$ cat src/rtl/sdram_pattern_tester.sv
// sdram_pattern_tester: fills [ADDR_FIRST..ADDR_LAST] with a pass-keyed pattern, reads it back in bursts and scores every word.
// Latency: start -> first write request after 3 cycles; done/pass_ok 1 cycle after the last read ack.
// Backpressure: a burst is issued only while sdram_busy=0; beats advance only on sdram_wr_ack/sdram_rd_ack.
module sdram_pattern_tester #(
  parameter logic [23:0] ADDR_FIRST = 24'h000000,
  parameter logic [23:0] ADDR_LAST  = 24'h0003FF,
  parameter int unsigned BURST      = 8
) (
  input  logic        clk_100m,
  input  logic        rst_n,
  input  logic        start,
  input  logic        loop,
  output logic        busy,
  output logic        done,
  output logic        pass_ok,
  output logic [15:0] err_count,
  output logic [23:0] first_err_addr,
  output logic [15:0] pass_count,
  input  logic        sdram_init_done,
  input  logic        sdram_busy,
  output logic        sdram_wr_req,
  output logic [23:0] sdram_wr_addr,
  output logic [15:0] sdram_wr_data,
  output logic [8:0]  sdwr_bytes,
  input  logic        sdram_wr_ack,
  output logic        sdram_rd_req,
  output logic [23:0] sdram_rd_addr,
  output logic [8:0]  sdrd_bytes,
  input  logic        sdram_rd_ack,
  input  logic [15:0] sdram_rd_data
);

  typedef enum logic [2:0] {
    S_IDLE, S_WAIT_INIT, S_WR_ISSUE, S_WR_XFER, S_RD_ISSUE, S_RD_XFER, S_CHECK
  } state_t;

  // Window bounds widened to 25 bits so a window ending at 24'hFFFFFF cannot wrap.
  localparam logic [24:0] LAST_W  = {1'b0, ADDR_LAST};
  localparam logic [24:0] BURST_W = 25'(BURST);

  state_t      state_q, state_d;
  logic [23:0] addr_q, addr_d;          // base address of the current burst
  logic [8:0]  beat_q, beat_d;          // beat index inside the burst
  logic [8:0]  len_q, len_d;            // n of the current burst
  logic [15:0] err_count_q, err_count_d;
  logic [23:0] first_err_q, first_err_d;
  logic [15:0] pass_count_q, pass_count_d;
  logic        pass_ok_q, pass_ok_d;

  logic [24:0] remain, next_base;
  logic [8:0]  burst_n;
  logic [23:0] beat_addr;
  logic [15:0] exp_word;
  logic        last_beat, last_burst, abort, run_done;

  // Burst geometry, expected word of the current beat, abort and completion qualifiers.
  always_comb begin
    remain     = LAST_W - {1'b0, addr_q} + 25'd1;
    burst_n    = (remain < BURST_W) ? remain[8:0] : BURST_W[8:0];
    next_base  = {1'b0, addr_q} + {16'd0, len_q};
    last_burst = (next_base > LAST_W);
    last_beat  = (beat_q == len_q - 9'd1);
    beat_addr  = addr_q + {15'd0, beat_q};
    exp_word   = beat_addr[15:0] ^ {pass_count_q[7:0], pass_count_q[7:0]} ^ 16'hA5C3;
    // WAIT_INIT legitimately sees init_done=0; anywhere later a low init_done means it fell.
    abort      = !sdram_init_done && (state_q != S_IDLE) && (state_q != S_WAIT_INIT);
    run_done   = (state_q == S_CHECK) && !loop && sdram_init_done;
  end

  // State and datapath registers.
  always_ff @(posedge clk_100m) begin
    if (!rst_n) begin
      state_q      <= S_IDLE;
      addr_q       <= '0;
      beat_q       <= '0;
      len_q        <= '0;
      err_count_q  <= '0;
      first_err_q  <= '0;
      pass_count_q <= '0;
      pass_ok_q    <= 1'b0;
    end else begin
      state_q      <= state_d;
      addr_q       <= addr_d;
      beat_q       <= beat_d;
      len_q        <= len_d;
      err_count_q  <= err_count_d;
      first_err_q  <= first_err_d;
      pass_count_q <= pass_count_d;
      pass_ok_q    <= pass_ok_d;
    end
  end

  // Next-state: write the window, read it back, then loop or finish; init loss aborts.
  always_comb begin
    state_d = state_q;
    case (state_q)
      S_IDLE:      if (start) state_d = S_WAIT_INIT;
      S_WAIT_INIT: if (sdram_init_done) state_d = S_WR_ISSUE;
      S_WR_ISSUE:  if (!sdram_busy) state_d = S_WR_XFER;
      S_WR_XFER:   if (sdram_wr_ack && last_beat) state_d = last_burst ? S_RD_ISSUE : S_WR_ISSUE;
      S_RD_ISSUE:  if (!sdram_busy) state_d = S_RD_XFER;
      S_RD_XFER:   if (sdram_rd_ack && last_beat) state_d = last_burst ? S_CHECK : S_RD_ISSUE;
      S_CHECK:     state_d = loop ? S_WR_ISSUE : S_IDLE;
      default:     state_d = S_IDLE;
    endcase
    if (abort) state_d = S_IDLE;
  end

  // Datapath next values: burst walk, read compare, error scoring and pass bookkeeping.
  always_comb begin
    addr_d       = addr_q;
    beat_d       = beat_q;
    len_d        = len_q;
    err_count_d  = err_count_q;
    first_err_d  = first_err_q;
    pass_count_d = pass_count_q;
    pass_ok_d    = pass_ok_q;
    case (state_q)
      S_IDLE: begin
        if (start) begin
          err_count_d = '0;
          first_err_d = '0;
          pass_ok_d   = 1'b0;
        end
      end
      S_WAIT_INIT: begin
        addr_d = ADDR_FIRST;
        beat_d = '0;
      end
      S_WR_ISSUE, S_RD_ISSUE: begin
        if (!sdram_busy) begin
          len_d  = burst_n;
          beat_d = '0;
        end
      end
      S_WR_XFER: begin
        if (sdram_wr_ack) begin
          if (last_beat) begin
            beat_d = '0;
            addr_d = last_burst ? ADDR_FIRST : next_base[23:0];
          end else begin
            beat_d = beat_q + 9'd1;
          end
        end
      end
      S_RD_XFER: begin
        if (sdram_rd_ack) begin
          if (sdram_rd_data != exp_word) begin
            // err_count is still zero only before the first mismatch of the run.
            if (err_count_q == 16'd0) first_err_d = beat_addr;
            if (err_count_q != 16'hFFFF) err_count_d = err_count_q + 16'd1;
          end
          if (last_beat) begin
            beat_d = '0;
            addr_d = last_burst ? ADDR_FIRST : next_base[23:0];
            // Counting on entry to CHECK makes pass_count already final while done is high.
            if (last_burst) pass_count_d = pass_count_q + 16'd1;
          end else begin
            beat_d = beat_q + 9'd1;
          end
        end
      end
      S_CHECK: begin
        if (run_done) pass_ok_d = (err_count_q == 16'd0);
      end
      default: ;
    endcase
  end

  // Outputs: requests follow the XFER states; done/pass_ok are visible in the CHECK cycle itself.
  always_comb begin
    sdram_wr_req   = (state_q == S_WR_XFER);
    sdram_rd_req   = (state_q == S_RD_XFER);
    sdram_wr_addr  = addr_q;
    sdram_rd_addr  = addr_q;
    sdwr_bytes     = len_q;
    sdrd_bytes     = len_q;
    sdram_wr_data  = ((state_q == S_WR_ISSUE) || (state_q == S_WR_XFER)) ? exp_word : 16'd0;
    done           = run_done;
    busy           = (state_q != S_IDLE) && !run_done;
    pass_ok        = pass_ok_q || (run_done && (err_count_q == 16'd0));
    err_count      = err_count_q;
    first_err_addr = first_err_q;
    pass_count     = pass_count_q;
  end

endmodule

$ cat config.mk
export PLATFORM = sky130hd
export DESIGN_NAME = sdram_pattern_tester
export DESIGN_NICKNAME = d
export VERILOG_FILES = /design/src/rtl/sdram_pattern_tester.sv
export SDC_FILE = /design/constraint.sdc
export NUM_CORES = 1
export LEC_CHECK = 0
export CAP_MARGIN = 20
export CORE_UTILIZATION = 52
export DETAILED_ROUTE_END_ITERATION = 6
export PLACE_DENSITY = 0.8
export SETUP_SLACK_MARGIN = 0.02
export SYNTH_ARGS = -nofsm -noshare
export SYNTH_HDL_FRONTEND = slang
export SYNTH_SLANG_ARGS = --single-unit
$ cat constraint.sdc
create_clock -name clk_100m -period 4.2 [get_ports clk_100m]
set_input_delay 0.84 -clock clk_100m [delete_from_list [all_inputs] [get_ports clk_100m]]
set_output_delay 0.84 -clock clk_100m [all_outputs]
set_load 0.01 [all_outputs]
==> impl_metrics.py <==
metrics = {
    "outcome": {
        "run_status": "finished clean",
    },
    "setup_path": {
        "crit-reg2reg-launch": "beat_q[2]",
        "worstPathMaxFanout": 7,
        "crit_path_top_delay_cell": "or4_4",
        "crit_family": "simple AND/OR/NAND/NOR gates",
        "critical_path.reg2reg.endpoint": "err_count[13]",
        "end_kind": "output pin",
        "critPathKind": "reg -> out",
        "critPathBufInv": 1,
        "worst_path_max_stage_delay_ps": 590,
        "crit_required_ps": 3360,
        "cp-start-kind": "flop",
        "setup.reg_to_reg.worst_slack_ps": 400,
        "timing.critical_path.arrival_ps": 3290,
        "worst-r2r-cell-count": 11,
        "crit_path_cell_trace": "ha_1 > a211oi_2 > or4_4 > a211oi_4 > xor2_2 > xnor2_1 > nor2_1 > clkdlybuf4s50_1",
    },
    "yosys": {
        "yosys_warnings": 0,
        "synth.cell_area_um2": 7720,
        "syn-mean-instance-area_um2": 7.84,
        "synthArstFlopShare_pct": 0,
        "synth.distinct_cells": 77,
        "synth_nets": 1035,
        "synth_ff_type": "dfxtp_1",
        "synth.ff_latch_count": 102,
        "syn_inst": 985,
        "yosys.cell_count.top_type": "dfxtp_1",
        "area_share_of_the_largest_cell_type_after_synthesis_pct": 26.5,
        "synth_edf_count": 0,
        "synth.area.top_cells": "dfxtp_1 26%, xnor2_1 5.1%, nand2_1 4.8%",
        "post-synth-top-area-cell": "dfxtp_1",
        "post_synth_most_frequent_cells": "102 x dfxtp_1, 99 x nand2_1, 74 x nor2_1, 49 x clkbuf_1, 46 x o21ai_0",
        "synth_seq_area_share_pct": 26.5,
    },
    "grt": {
        "grt_overflow": 0,
        "global_route.usage.total_pct": 30.8,
        "first_pass_grt_wire_length_mm": 36.6,
        "grt_start_max_net_pins": 81,
        "grt_antenna_before_repair": 0,
        "first_global_vias": 7240,
    },
    "clocking": {
        "cts_hold_repair.buffers": 0,
        "clock_insertion_delay_worst_skew_ps": 370,
        "clk_root_buf": "clkbuf_16",
        "numCtsBuffers": 9,
        "cts_num_sinks": 102,
        "htreeDepth": 3,
        "worst_setup_hold_path_clk_slew_ps": 80,
        "cts_max_path_buffers": 2,
        "tritoncts": "yes",
    },
    "route": {
        "highest-signal-layer": "met4",
        "wire_length_on_met2_mm": 11.0,
        "met3_wirelength_mm": 1.87,
        "detail_route.wirelength_mm": 23.8,
        "wirelength_met1_mm": 10.2,
        "drt_iter0_drc": 835,
        "routed_wire_length_per_instance_um": 18.5,
        "drt_pass1_iterations": 5,
        "ant_nets": 0,
        "drt-vias-per-instance": 6.29,
        "detailroute.via_count": 8127,
        "drcViolationCount": 0,
    },
    "power_and_ir_drop": {
        "power.leakage_uw": 0.00370,
        "power_density_nw_per_um2": 236,
        "vdd_drop_max_v": 0.000195,
        "power.total_uw": 2310,
    },
    "place": {
        "portBuffers": 166,
        "dp_cells": 1275,
        "gp_congestion": 0.962,
        "detailedPlacementHpwl_mm": 17.3,
    },
    "floorplan": {
        "floorplan.die_area_um2": 15300,
        "initial_utilization_pct": 53.1,
        "floorplan.die.width_um": 124,
        "core_area_um2": 14500,
        "die_y_um": 124,
        "ios": 167,
        "fp-row-count": 44,
    },
    "timing": {
        "finalClockSkew_ps": 11.9,
        "final.min_clock_period_ps": 4130,
        "setup_viol": 0,
        "worst_slew_pin_slew_ps": 821,
        "final_hold_viol_count": 0,
        "achievable-frequency_mhz": 242,
        "max-slew-margin-rel_pct": 45.1,
        "final.period_utilization_pct": 98.3,
        "rsz0062_at_grt": "true",
        "slew_violations": 0,
    },
    "final_layout": {
        "layout-area-overhead-vs-synth_pct": 26.5,
        "design.final.nets": 1153,
        "antenna-diode-count": 0,
        "drive_above_1_share_pct": 7.76,
        "final_cell_count_no_fill": 1292,
        "fillerInstances": 1211,
    },
    "worst_hold_path": {
        "hold_depth": 2,
        "hold_path_end": "first_err_addr[21]",
        "min_path_type": "reg -> reg",
        "hold_path.startpoint": "first_err_addr[21]",
    },
    "job": {
        "cap_viol_max_count": 0,
    },
}
## placed cells by master (no fill, tap or decap), types with 5 or more instances in the layout
| master | instances |
|---|---|
| nor2_1 | 74 |
| a22o_1 | 10 |
| nand2_1 | 99 |
| clkdlybuf4s50_1 | 165 |
| mux2i_1 | 31 |
| or3_1 | 7 |
| o41ai_1 | 5 |
| o221ai_1 | 6 |
| o211ai_1 | 24 |
| o2111ai_1 | 8 |
| nand4_1 | 21 |
| dfxtp_1 | 101 |
| xnor2_1 | 44 |
| nand3_1 | 35 |
| o31ai_1 | 14 |
| xor2_1 | 28 |
| nor2b_1 | 6 |
| nor4b_1 | 5 |
| o21ai_0 | 46 |
| clkbuf_16 | 9 |
| nand4b_1 | 9 |
| buf_4 | 39 |
| a21o_1 | 6 |
| nor3b_1 | 6 |
| ha_1 | 20 |
| and2_1 | 7 |
| and3_1 | 40 |
| nand2b_1 | 14 |
| nand3b_1 | 6 |
| nor3_1 | 21 |
| nor4_1 | 12 |
| or4_1 | 18 |
| inv_1 | 31 |
| a21oi_1 | 41 |
## metrics by stage
| stage | area (µm²) | setup slack (ps) | TNS, ps | hold WS [ps] | utilization, % |
|---|---|---|---|---|---|
| 2_1_floorplan | 7720 | 364 | 0 | 479 | - |
| 3_3_place_gp | 9400 | 329 | 0 | 444 | 64.7 |
| 3_5_place_dp | 9400 | 308 | 0 | 450 | 64.7 |
| 4_1_cts | 9700 | 22.7 | 0 | 462 | 66.7 |
| 5_1_grt | 9770 | -44.0 | -52.5 | 489 | 67.2 |
| 6_report | 9770 | 73.4 | 0 | 462 | 67.2 |
## per-layer routing
layer  GRT usage [%]  up-vias
li1                -     3812
met3            5.45       54
met4            13.1        0
met2            48.9      427
met1            41.0     3834
met5               0        -
## worst max path at each step
stage	cells past startpoint	endpoint	start	slack, ps
floorplan	12	err_count[1]	sdram_rd_addr[0]	360
global placement	11	err_count[13]	sdram_rd_data[6]	330
detailed placement	11	err_count[13]	sdram_rd_data[6]	310
CTS	9	sdram_wr_data[15]	beat_q[3]	20
global route	9	sdram_wr_data[15]	beat_q[3]	-40
finish	8	sdram_wr_data[14]	beat_q[2]	70
## final cells by class
class,instances,area (µm²),area share (%)
Clock buffer,9,225,2.31
Clock inverter,7,77.6,0.794
Inverter,32,120,1.23
Multi-Input combinational cell,752,5100,52.2
Sequential cell,102,2040,20.9
Tap cell,184,230,2.36
Timing Repair Buffer,206,1970,20.2
## where the power goes
part / switching [µW] / internal (µW) / total (µW)
combinational: 260 / 186 / 446
clock: 435 / 422 / 858
sequential: 25.8 / 977 / 1000
total: 721 / 1590 / 2310
## worst reg2reg max path, stage by stage, from the launching register on
cell	delay, ps
dfxtp_1	500
ha_1	380
a211oi_2	120
or4_4	590
a211oi_4	360
xnor3_1	390
nor3_1	310
o2111ai_1	240
nor3_4	300
buf_4	270
o311ai_0	160
o41ai_1	110
## sequential cells by signal (all words and copies together) (netlist names)
signal and count:
pass_count 16, state_q 3, first_err_addr 24, sdrd_bytes 9, pass_ok_q 1, err_count 16, sdram_rd_addr 24, beat_q 9
## repair_timing
| action | in CTS | in global routing |
|---|---|---|
| setup buffers | 0 | 1 |
| resized for setup | 0 | 13 |
| endpoints found under the setup margin | 0 | 6 |
## cells by family after synthesis
group / after synthesis / synth area share, %
adder cells (fa/ha/maj): 26 / 4.41
AO/OA/AOI/OAI: 220 / 19.9
AND/OR/NAND/NOR: 394 / 26.8
multiplexers: 32 / 4.31
flip-flops: 102 / 26.5
XOR/XNOR: 80 / 9.81
buffers and inverters: 131 / 8.28
No activity file was read; power rests on OpenSTA's default activity.
